### src/rtl/keypad_scan_ctrl_if.sv
// Keypad pin and CPU interrupt bundle for keypad_scan_ctrl.
// master: the scan controller; slave: keypad pins plus CPU side.
interface keypad_scan_ctrl_if;
  logic [3:0] rows;
  logic [2:0] cols;
  logic [3:0] key_code;
  logic       intr;
  logic       intr_ack;
  logic       overrun;

  modport master (
    input  rows, intr_ack,
    output cols, key_code, intr, overrun
  );

  modport slave (
    output rows, intr_ack,
    input  cols, key_code, intr, overrun
  );
endinterface

### src/rtl/keypad_scan_ctrl.sv
// 3x4 keypad scanner: one-hot column drive, synchronized row sampling,
// press/release debounce, key encoding and an acknowledged level interrupt.
module keypad_scan_ctrl #(
  parameter int unsigned SCAN_DIV     = 1000,
  parameter int unsigned DEBOUNCE_CNT = 10000
) (
  input  logic               clk,
  input  logic               rst,
  keypad_scan_ctrl_if.master bus
);

  localparam int unsigned CNT_W = 16;
  localparam logic [CNT_W-1:0] SCAN_LAST = CNT_W'(SCAN_DIV - 1);
  localparam logic [CNT_W-1:0] DEB_LAST  = CNT_W'(DEBOUNCE_CNT - 1);

  typedef enum logic [1:0] {
    SCAN     = 2'd0,
    DEBOUNCE = 2'd1,
    RELEASE  = 2'd2
  } state_t;

  state_t           state;
  logic [CNT_W-1:0] cnt;
  logic [3:0]       sync1;
  logic [3:0]       rs;
  logic [3:0]       row_cap;
  logic [2:0]       cols;
  logic [3:0]       key_code;
  logic             intr;
  logic             overrun;

  assign bus.cols     = cols;
  assign bus.key_code = key_code;
  assign bus.intr     = intr;
  assign bus.overrun  = overrun;

  // Map a one-hot row and one-hot column to the printed key legend.
  function automatic logic [3:0] encode(input logic [3:0] row, input logic [2:0] col);
    logic [3:0] r;
    logic [3:0] c;
    logic [3:0] code;
    r = row[3] ? 4'd3 : row[2] ? 4'd2 : row[1] ? 4'd1 : 4'd0;
    c = col[2] ? 4'd2 : col[1] ? 4'd1 : 4'd0;
    if (r == 4'd3) begin
      code = (c == 4'd0) ? 4'hE : (c == 4'd1) ? 4'h0 : 4'hF;
    end else begin
      code = 4'(r * 4'd3 + c + 4'd1);
    end
    return code;
  endfunction

  always_ff @(posedge clk or posedge rst) begin
    if (rst) begin
      state    <= SCAN;
      cnt      <= '0;
      sync1    <= '0;
      rs       <= '0;
      row_cap  <= '0;
      cols     <= 3'b001;
      key_code <= 4'h0;
      intr     <= 1'b0;
      overrun  <= 1'b0;
    end else begin
      sync1 <= bus.rows;
      rs    <= sync1;

      // Ack clears the interrupt; a same-cycle validation below overrides it.
      if (bus.intr_ack) begin
        intr    <= 1'b0;
        overrun <= 1'b0;
      end

      case (state)
        SCAN: begin
          if (cnt == SCAN_LAST) begin
            cnt <= '0;
            if ($onehot(rs)) begin
              row_cap <= rs;
              state   <= DEBOUNCE;
            end else begin
              cols <= {cols[1:0], cols[2]};
            end
          end else begin
            cnt <= cnt + 16'd1;
          end
        end

        DEBOUNCE: begin
          if (rs != row_cap) begin
            cols  <= {cols[1:0], cols[2]};
            cnt   <= '0;
            state <= SCAN;
          end else if (cnt == DEB_LAST) begin
            key_code <= encode(row_cap, cols);
            intr     <= 1'b1;
            overrun  <= bus.intr_ack ? 1'b0 : (overrun | intr);
            cnt      <= '0;
            state    <= RELEASE;
          end else begin
            cnt <= cnt + 16'd1;
          end
        end

        RELEASE: begin
          // Any contact restarts the quiet-time count; one code per press.
          if (rs != 4'b0000) begin
            cnt <= '0;
          end else if (cnt == DEB_LAST) begin
            cols  <= {cols[1:0], cols[2]};
            cnt   <= '0;
            state <= SCAN;
          end else begin
            cnt <= cnt + 16'd1;
          end
        end

        default: begin
          cnt   <= '0;
          state <= SCAN;
        end
      endcase
    end
  end

endmodule

### src/flat_wrapper.sv
// flat-port wrapper written by rule: the top's interface ports become plain ports
module keypad_scan_ctrl_flat 
#(
  parameter int unsigned SCAN_DIV     = 1000,
  parameter int unsigned DEBOUNCE_CNT = 10000
)
  (clk, rst, bus_rows, bus_intr_ack, bus_cols, bus_key_code, bus_intr, bus_overrun);
  keypad_scan_ctrl_if bus_i ();
  input  logic clk;
  input  logic rst;
  input wire logic [$bits(bus_i.rows)-1:0] bus_rows;
  input wire logic [$bits(bus_i.intr_ack)-1:0] bus_intr_ack;
  output wire logic [$bits(bus_i.cols)-1:0] bus_cols;
  output wire logic [$bits(bus_i.key_code)-1:0] bus_key_code;
  output wire logic [$bits(bus_i.intr)-1:0] bus_intr;
  output wire logic [$bits(bus_i.overrun)-1:0] bus_overrun;
  assign bus_i.rows = bus_rows;
  assign bus_i.intr_ack = bus_intr_ack;
  assign bus_cols = bus_i.cols;
  assign bus_key_code = bus_i.key_code;
  assign bus_intr = bus_i.intr;
  assign bus_overrun = bus_i.overrun;
  keypad_scan_ctrl #(.SCAN_DIV(SCAN_DIV), .DEBOUNCE_CNT(DEBOUNCE_CNT)) u_core (.clk(clk), .rst(rst), .bus(bus_i));
endmodule
### config.mk
export PLATFORM = sky130hd
export DESIGN_NAME = keypad_scan_ctrl_flat
export DESIGN_NICKNAME = d
export VERILOG_FILES = /design/src/rtl/keypad_scan_ctrl_if.sv /design/src/rtl/keypad_scan_ctrl.sv /design/src/flat_wrapper.sv
export SDC_FILE = /design/constraint.sdc
export NUM_CORES = 1
export LEC_CHECK = 0
export ABC_AREA = 1
export CORE_ASPECT_RATIO = 0.6
export CORE_MARGIN = 2
export CORE_UTILIZATION = 38
export CTS_CLUSTER_DIAMETER = 120
export DETAILED_ROUTE_END_ITERATION = 7
export DONT_BUFFER_PORTS = 1
export PLACE_DENSITY_LB_ADDON = 0.05
export SKIP_LAST_GASP = 1
export SYNTH_ARGS = -nofsm -noshare
export SYNTH_HDL_FRONTEND = slang
export SYNTH_SLANG_ARGS = --single-unit
### constraint.sdc
create_clock -name clk -period 3.1 [get_ports clk]
set_input_delay 0.62 -clock clk [delete_from_list [all_inputs] [get_ports clk]]
set_output_delay 0.62 -clock clk [all_outputs]
set_load 0.1 [all_outputs]
### Word level (Yosys, flattened, before mapping)

Index checks and enable logic that the tools add are counted.

* flip-flop bits (word level): 39
* output and inout port bits: 9
* word-level logic and storage cells: 76
* input port bits: 7

* reduce and logical (&&, ||, !) cells: 8
* mux-type cells: 35
* bitwise operators: 2
* $mul: 1
* equality and inequality tests: 15
* add/subtract/negate cells: 6

Operators by type and width (number)
* 2-to-1 mux 16 bit: 4
* case mux 16 bit (3 select lines): 1
* 2-to-1 mux 4 bit: 6
* adder 16 x 1 -> 16 bit (second input constant): 1
* equality test 16 x 10 -> 1 bit (second input constant): 1
* equality test 16 x 14 -> 1 bit (second input constant): 1
* 2-to-1 mux 3 bit: 5
* 2-to-1 mux 2 bit: 6
* 2-to-1 mux 1 bit: 11
* case mux 3 bit (3 select lines): 1
* inequality test 2 x 1 -> 1 bit (second input constant): 4
* case mux 2 bit (3 select lines): 1
* AND reduction 3 bit: 2
* AND reduction 6 bit: 1
* AND reduction 5 bit: 1
* adder 1 x 1 -> 2 bit: 2
* adder 4 x 1 -> 4 bit (second input constant): 1
* adder 4 bit: 1
* equality test 4 x 1 -> 1 bit (second input constant): 1
* equality test 4 x 2 -> 1 bit (second input constant): 1
* logical NOT 4 bit: 1
* multiplier 4 x 2 -> 4 bit (second input constant): 1
* inequality test 2 bit (second input constant): 2
* inequality test 4 bit: 1
* other kinds (10): 10

### Depth between registers and ports, before layout

* depth in word-level cells: 7
* depth in mapped cells: 12
* gate-level depth less buffers: 12

### Least setup slack after synthesis

OpenSTA, ideal clock, no wires.

* path kind: reg2reg
* from: register u_core.cols[2], in the netlist u_core.bus.cols[2]
* to: register u_core.key_code[2], in the netlist u_core.bus.key_code[2]
* slack: 0.653 ns
* stages on the path, launching flop included: 7
* library setup time: 0.123 ns
* arrival: 2.324 ns
* path buffers: 0
* data required time: 2.977 ns
* period minus slack after synthesis: 2.447 ns
* cell sequence: dfrtp_1 fa_1 fa_1 xnor2_1 nor2_1 o21ai_0 nand2_1

* longest elaborated chain between the ends: 5
* elaborated cells on any way between the ends: 8
* classes of those cells: add/sub (2); eq/ne (1); mux (4); reduce/logical (1)

RTL lines
* from (decl): line keypad_scan_ctrl.sv:27 `logic [2:0] cols;`
* from (signal assigned): line keypad_scan_ctrl.sv:81 `cols <= {cols[1:0], cols[2]};`
* from (signal assigned): line keypad_scan_ctrl.sv:90 `cols <= {cols[1:0], cols[2]};`
* from (signal assigned): line keypad_scan_ctrl.sv:109 `cols <= {cols[1:0], cols[2]};`
* 2-to-1 mux 4 bit *: line keypad_scan_ctrl.sv:43 `c = col[2] ? 4'd2 : col[1] ? 4'd1 : 4'd0;`
* branches (longest 3 deep; another with adder 4 bit)
* 2-to-1 mux 4 bit *: line keypad_scan_ctrl.sv:44 `if (r == 4'd3) begin`
* to (signal assigned): line keypad_scan_ctrl.sv:94 `key_code <= encode(row_cap, cols);`
* to (decl): line keypad_scan_ctrl.sv:28 `logic [3:0] key_code;`

Every way passes the cells marked *.
A chain may end at the register's enable or synchronous reset.

### Worst setup path after layout

* from: register u_core.row_cap[2]
* to: register u_core.key_code[2], in the netlist u_core.bus.key_code[2]

* longest elaborated chain between the ends: 6
* elaborated cells on any way between the ends: 10
* classes of those cells: add/sub (2); mul (1); eq/ne (2); mux (3); bitwise (1); reduce/logical (1)

RTL lines
* from (decl): line keypad_scan_ctrl.sv:26 `logic [3:0] row_cap;`
* from (signal assigned): line keypad_scan_ctrl.sv:78 `row_cap <= rs;`
* 2-to-1 mux 4 bit (2 in series): line keypad_scan_ctrl.sv:42 `r = row[3] ? 4'd3 : row[2] ? 4'd2 : row[1] ? 4'd1 : 4'd0;`
* multiplier 4 x 2 -> 4 bit: line keypad_scan_ctrl.sv:47 `code = 4'(r * 4'd3 + c + 4'd1);`
* adder 4 bit: line keypad_scan_ctrl.sv:47
* adder 4 x 1 -> 4 bit: line keypad_scan_ctrl.sv:47
* 2-to-1 mux 4 bit: line keypad_scan_ctrl.sv:44

Parallel ways exist; a longest one is shown, timed or not.

==> results.sh <==
export IMPL_firstDrtPassIters=4
export IMPL_r2r_start="u_core.row_cap[2]$_DFFE_PP0P_"
export IMPL_fp_dieH_um=65.17
export IMPL_clock_latency_ps=300
export IMPL_min_period_ps=2467
export IMPL_initial_core_util_pct=39.13
export IMPL_reg2reg_to="u_core.bus.key_code[2]$_DFFE_PP0P_"
export IMPL_path_clk_slew_ps=80
export IMPL_worst_slack_ps=633.5
export IMPL_setup_worst_path_class="register to register"
export IMPL_arrival_ps=2660
export IMPL_cts_tree="built"
export IMPL_grt_pass1_vias=1600
export IMPL_reg2reg_depth=7
export IMPL_synth_fp_nets=304
export IMPL_grt_overflow_total=0
export IMPL_cts_htree_levels=2
export IMPL_antenna_found_initial=0
export IMPL_syn_to_final_growth_pct=9.504
export IMPL_nFillCells=605
export IMPL_slew_headroom_pct=38.81
export IMPL_vdd_drop_max_v=0.0002576
export IMPL_fmax_ghz=0.4054
export IMPL_hp_class="primary input to async pin"
export IMPL_place_ws_ps=687.1
export IMPL_crit_path_max_fanout=4
export IMPL_syn_inst=284
export IMPL_netlist_cell_type_count=28
export IMPL_maxSlewViolCount=0
export IMPL_clock_sinks=39
export IMPL_syn_area_um2=2370
export IMPL_setup_viol=0
export IMPL_top_layer="met4"
export IMPL_finalCritPeriodShare_pct=79.56
export IMPL_root_buffer="clkbuf_8"
export IMPL_critPathTopFamily="adder cells"
export IMPL_required_ps=3290
export IMPL_power_density_nw_per_um2=386.0
export IMPL_ys_seq_elements=39
export IMPL_wl_met2_um=1489
export IMPL_row_count=22
export IMPL_wire_per_inst_um=12.36
export IMPL_drc=0
export IMPL_placeableCoreArea_um2=6056
export IMPL_grt_pass1_wl_um=8293
export IMPL_dieWidth_um=106.0
export IMPL_drt_iter0_drc=66
export IMPL_max_slew_worst_pin_slew_ps=917.9
export IMPL_place_congestion=0.8348
export IMPL_crit_path_top_delay_cell="fa_1"
export IMPL_cts_buffers=5
export IMPL_maxCapViolations=0
export IMPL_avgViaCountPerCell=4.357
export IMPL_holdBufCountCts=0
export IMPL_final_cell_mix="nand2_1 (59), dfrtp_1 (38), inv_1 (34)"
export IMPL_ant_nets=0
export IMPL_die_area_um2=6905
export IMPL_hold_viol=0
export IMPL_io_pins=16
export IMPL_avgSynthCellArea_um2=8.344
export IMPL_layout_commonest_cell="nand2_1"
export IMPL_p_leak_nw=1.291
export IMPL_routed_wl_um=4672
export IMPL_grt_max_degree=21
export IMPL_max_stage_delay_ps=560
export IMPL_final_util_pct=42.85
export IMPL_outcome="finished clean"
export IMPL_hpwlAfterDp_um=3698
export IMPL_reg2reg_slack_ps=630
export IMPL_wl_met3_um=160
export IMPL_cp_startpoint="u_core.row_cap[2]$_DFFE_PP0P_"
export IMPL_yosysWarnings=0
export IMPL_path_buf_inv=0
export IMPL_vias=1647
export IMPL_final_layout_size_suffix_gt1_share_pct=19.39
export IMPL_wl_met1_um=2969
export IMPL_synth_seq_area_share_pct=41.24
export IMPL_final_nets=313
export IMPL_crit_path_cell_trace="o21ai_0, fa_1, fa_1, xnor2_1, nor2_1, o21ai_0, nand2_1"
export IMPL_clockBufferDepth=2
export IMPL_end_kind="register"
export IMPL_start_kind="register"
export IMPL_io_buffers=0
export IMPL_fin_worst_skew_ps=5.580
export IMPL_cts_resized=0
export IMPL_final_setup_tns_ps=0
export IMPL_track_usage_pct=15.96
export IMPL_rsz0062_at_grt="false"
export IMPL_antenna_cells=0
export IMPL_hold_ws_ps=332.0
export IMPL_postCtsSetupRepairBufs=0
export IMPL_p_total_mw=1.002
## worst register-to-register path, cell delays in order, from the launching register on
cell and delay [ps]:
dfrtp_1 420, o21ai_0 510, fa_1 570, fa_1 430
xnor2_1 140, nor2_1 50, o21ai_0 180, nand2_1 70
## report_power, final
group          switching, mW  internal [mW]  leakage (nW)
registers            0.00308          0.514         0.508
logic                 0.0269         0.0111         0.721
clock network          0.187          0.260        0.0612
## stage by stage
stage                     instance area (um^2)  instances
after floorplan                           2370        284
after detailed placement                  2477        370
after global placement                    2477        370
final                                     2595        378
after global routing                      2595        378
after CTS                                 2595        378
## final cells by class
| class | instances | area, um^2 | area share (%) |
|---|---|---|---|
| clock buffers | 6 | 82.58 | 3.182 |
| multi-input cells | 199 | 1197 | 46.14 |
| well taps | 84 | 105.1 | 4.050 |
| inverters | 45 | 175.2 | 6.750 |
| repair buffers | 3 | 22.52 | 0.8679 |
| flip-flops and latches | 39 | 977.2 | 37.66 |
| clock inverters | 2 | 35.03 | 1.350 |
## synth_stat cells (all sizes together)
cell type | number | share of area, %
nand2 | 71 | 13
nor2 | 47 | 12
inv | 42 | 6.8
dfrtp | 38 | 40
nand3 | 19 | 4.6
o21ai | 16 | 3.4
ha | 10 | 5.3
a21oi | 6 | 1.3
xor2 | 6 | 2.2
nand4 | 5 | 1.3
xnor2 | 4 | 1.5
clkinv | 3 | 0.63
fa | 3 | 2.5
nand3b | 3 | 0.95
nor3 | 3 | 0.84
o21bai | 3 | 0.95
and2 | 2 | 0.53
buf | 1 | 0.84
dfstp | 1 | 1.1
o31ai | 1 | 0.32
## worst max-delay path by stage
| stage | end | slack, ps | cells past startpoint |
|---|---|---|---|
| final | u_core.bus.key_code[2]$_DFFE_PP0P_ | 630 | 7 |
| after global routing | u_core.bus.key_code[2]$_DFFE_PP0P_ | 360 | 8 |
| after CTS | u_core.bus.key_code[2]$_DFFE_PP0P_ | 670 | 7 |
| after detailed placement | u_core.bus.key_code[2]$_DFFE_PP0P_ | 690 | 7 |
| after floorplan | u_core.bus.key_code[2]$_DFFE_PP0P_ | 650 | 6 |
| after global placement | u_core.bus.key_code[2]$_DFFE_PP0P_ | 690 | 7 |
## layer usage
layer / up-vias / track usage [%]
li1: 904 / -
met1: 723 / 26.52
met2: 15 / 18.71
met3: 5 / 5.060
met4: 0 / 3.947
met5: - / 0
## flip-flops by register name (all words and copies together), names as in the netlist
signal	cells
u_core.bus.intr	1
u_core.bus.key_code	4
u_core.rs	4
u_core.state	2
u_core.cnt	16
u_core.sync1	4
u_core.bus.cols	3
u_core.row_cap	4
u_core.bus.overrun	1
## cell families after synthesis
logic type	Yosys count	share of synthesized area (%)
AOI/OAI and AO/OA	26	5.914
xor gates and xnor gates	10	3.696
adders and majority gates	13	7.814
buffers and inverters	46	8.237
DFF	39	41.24
and+or+nand+nor	150	33.10
No activity file was read; power rests on OpenSTA's default activity.
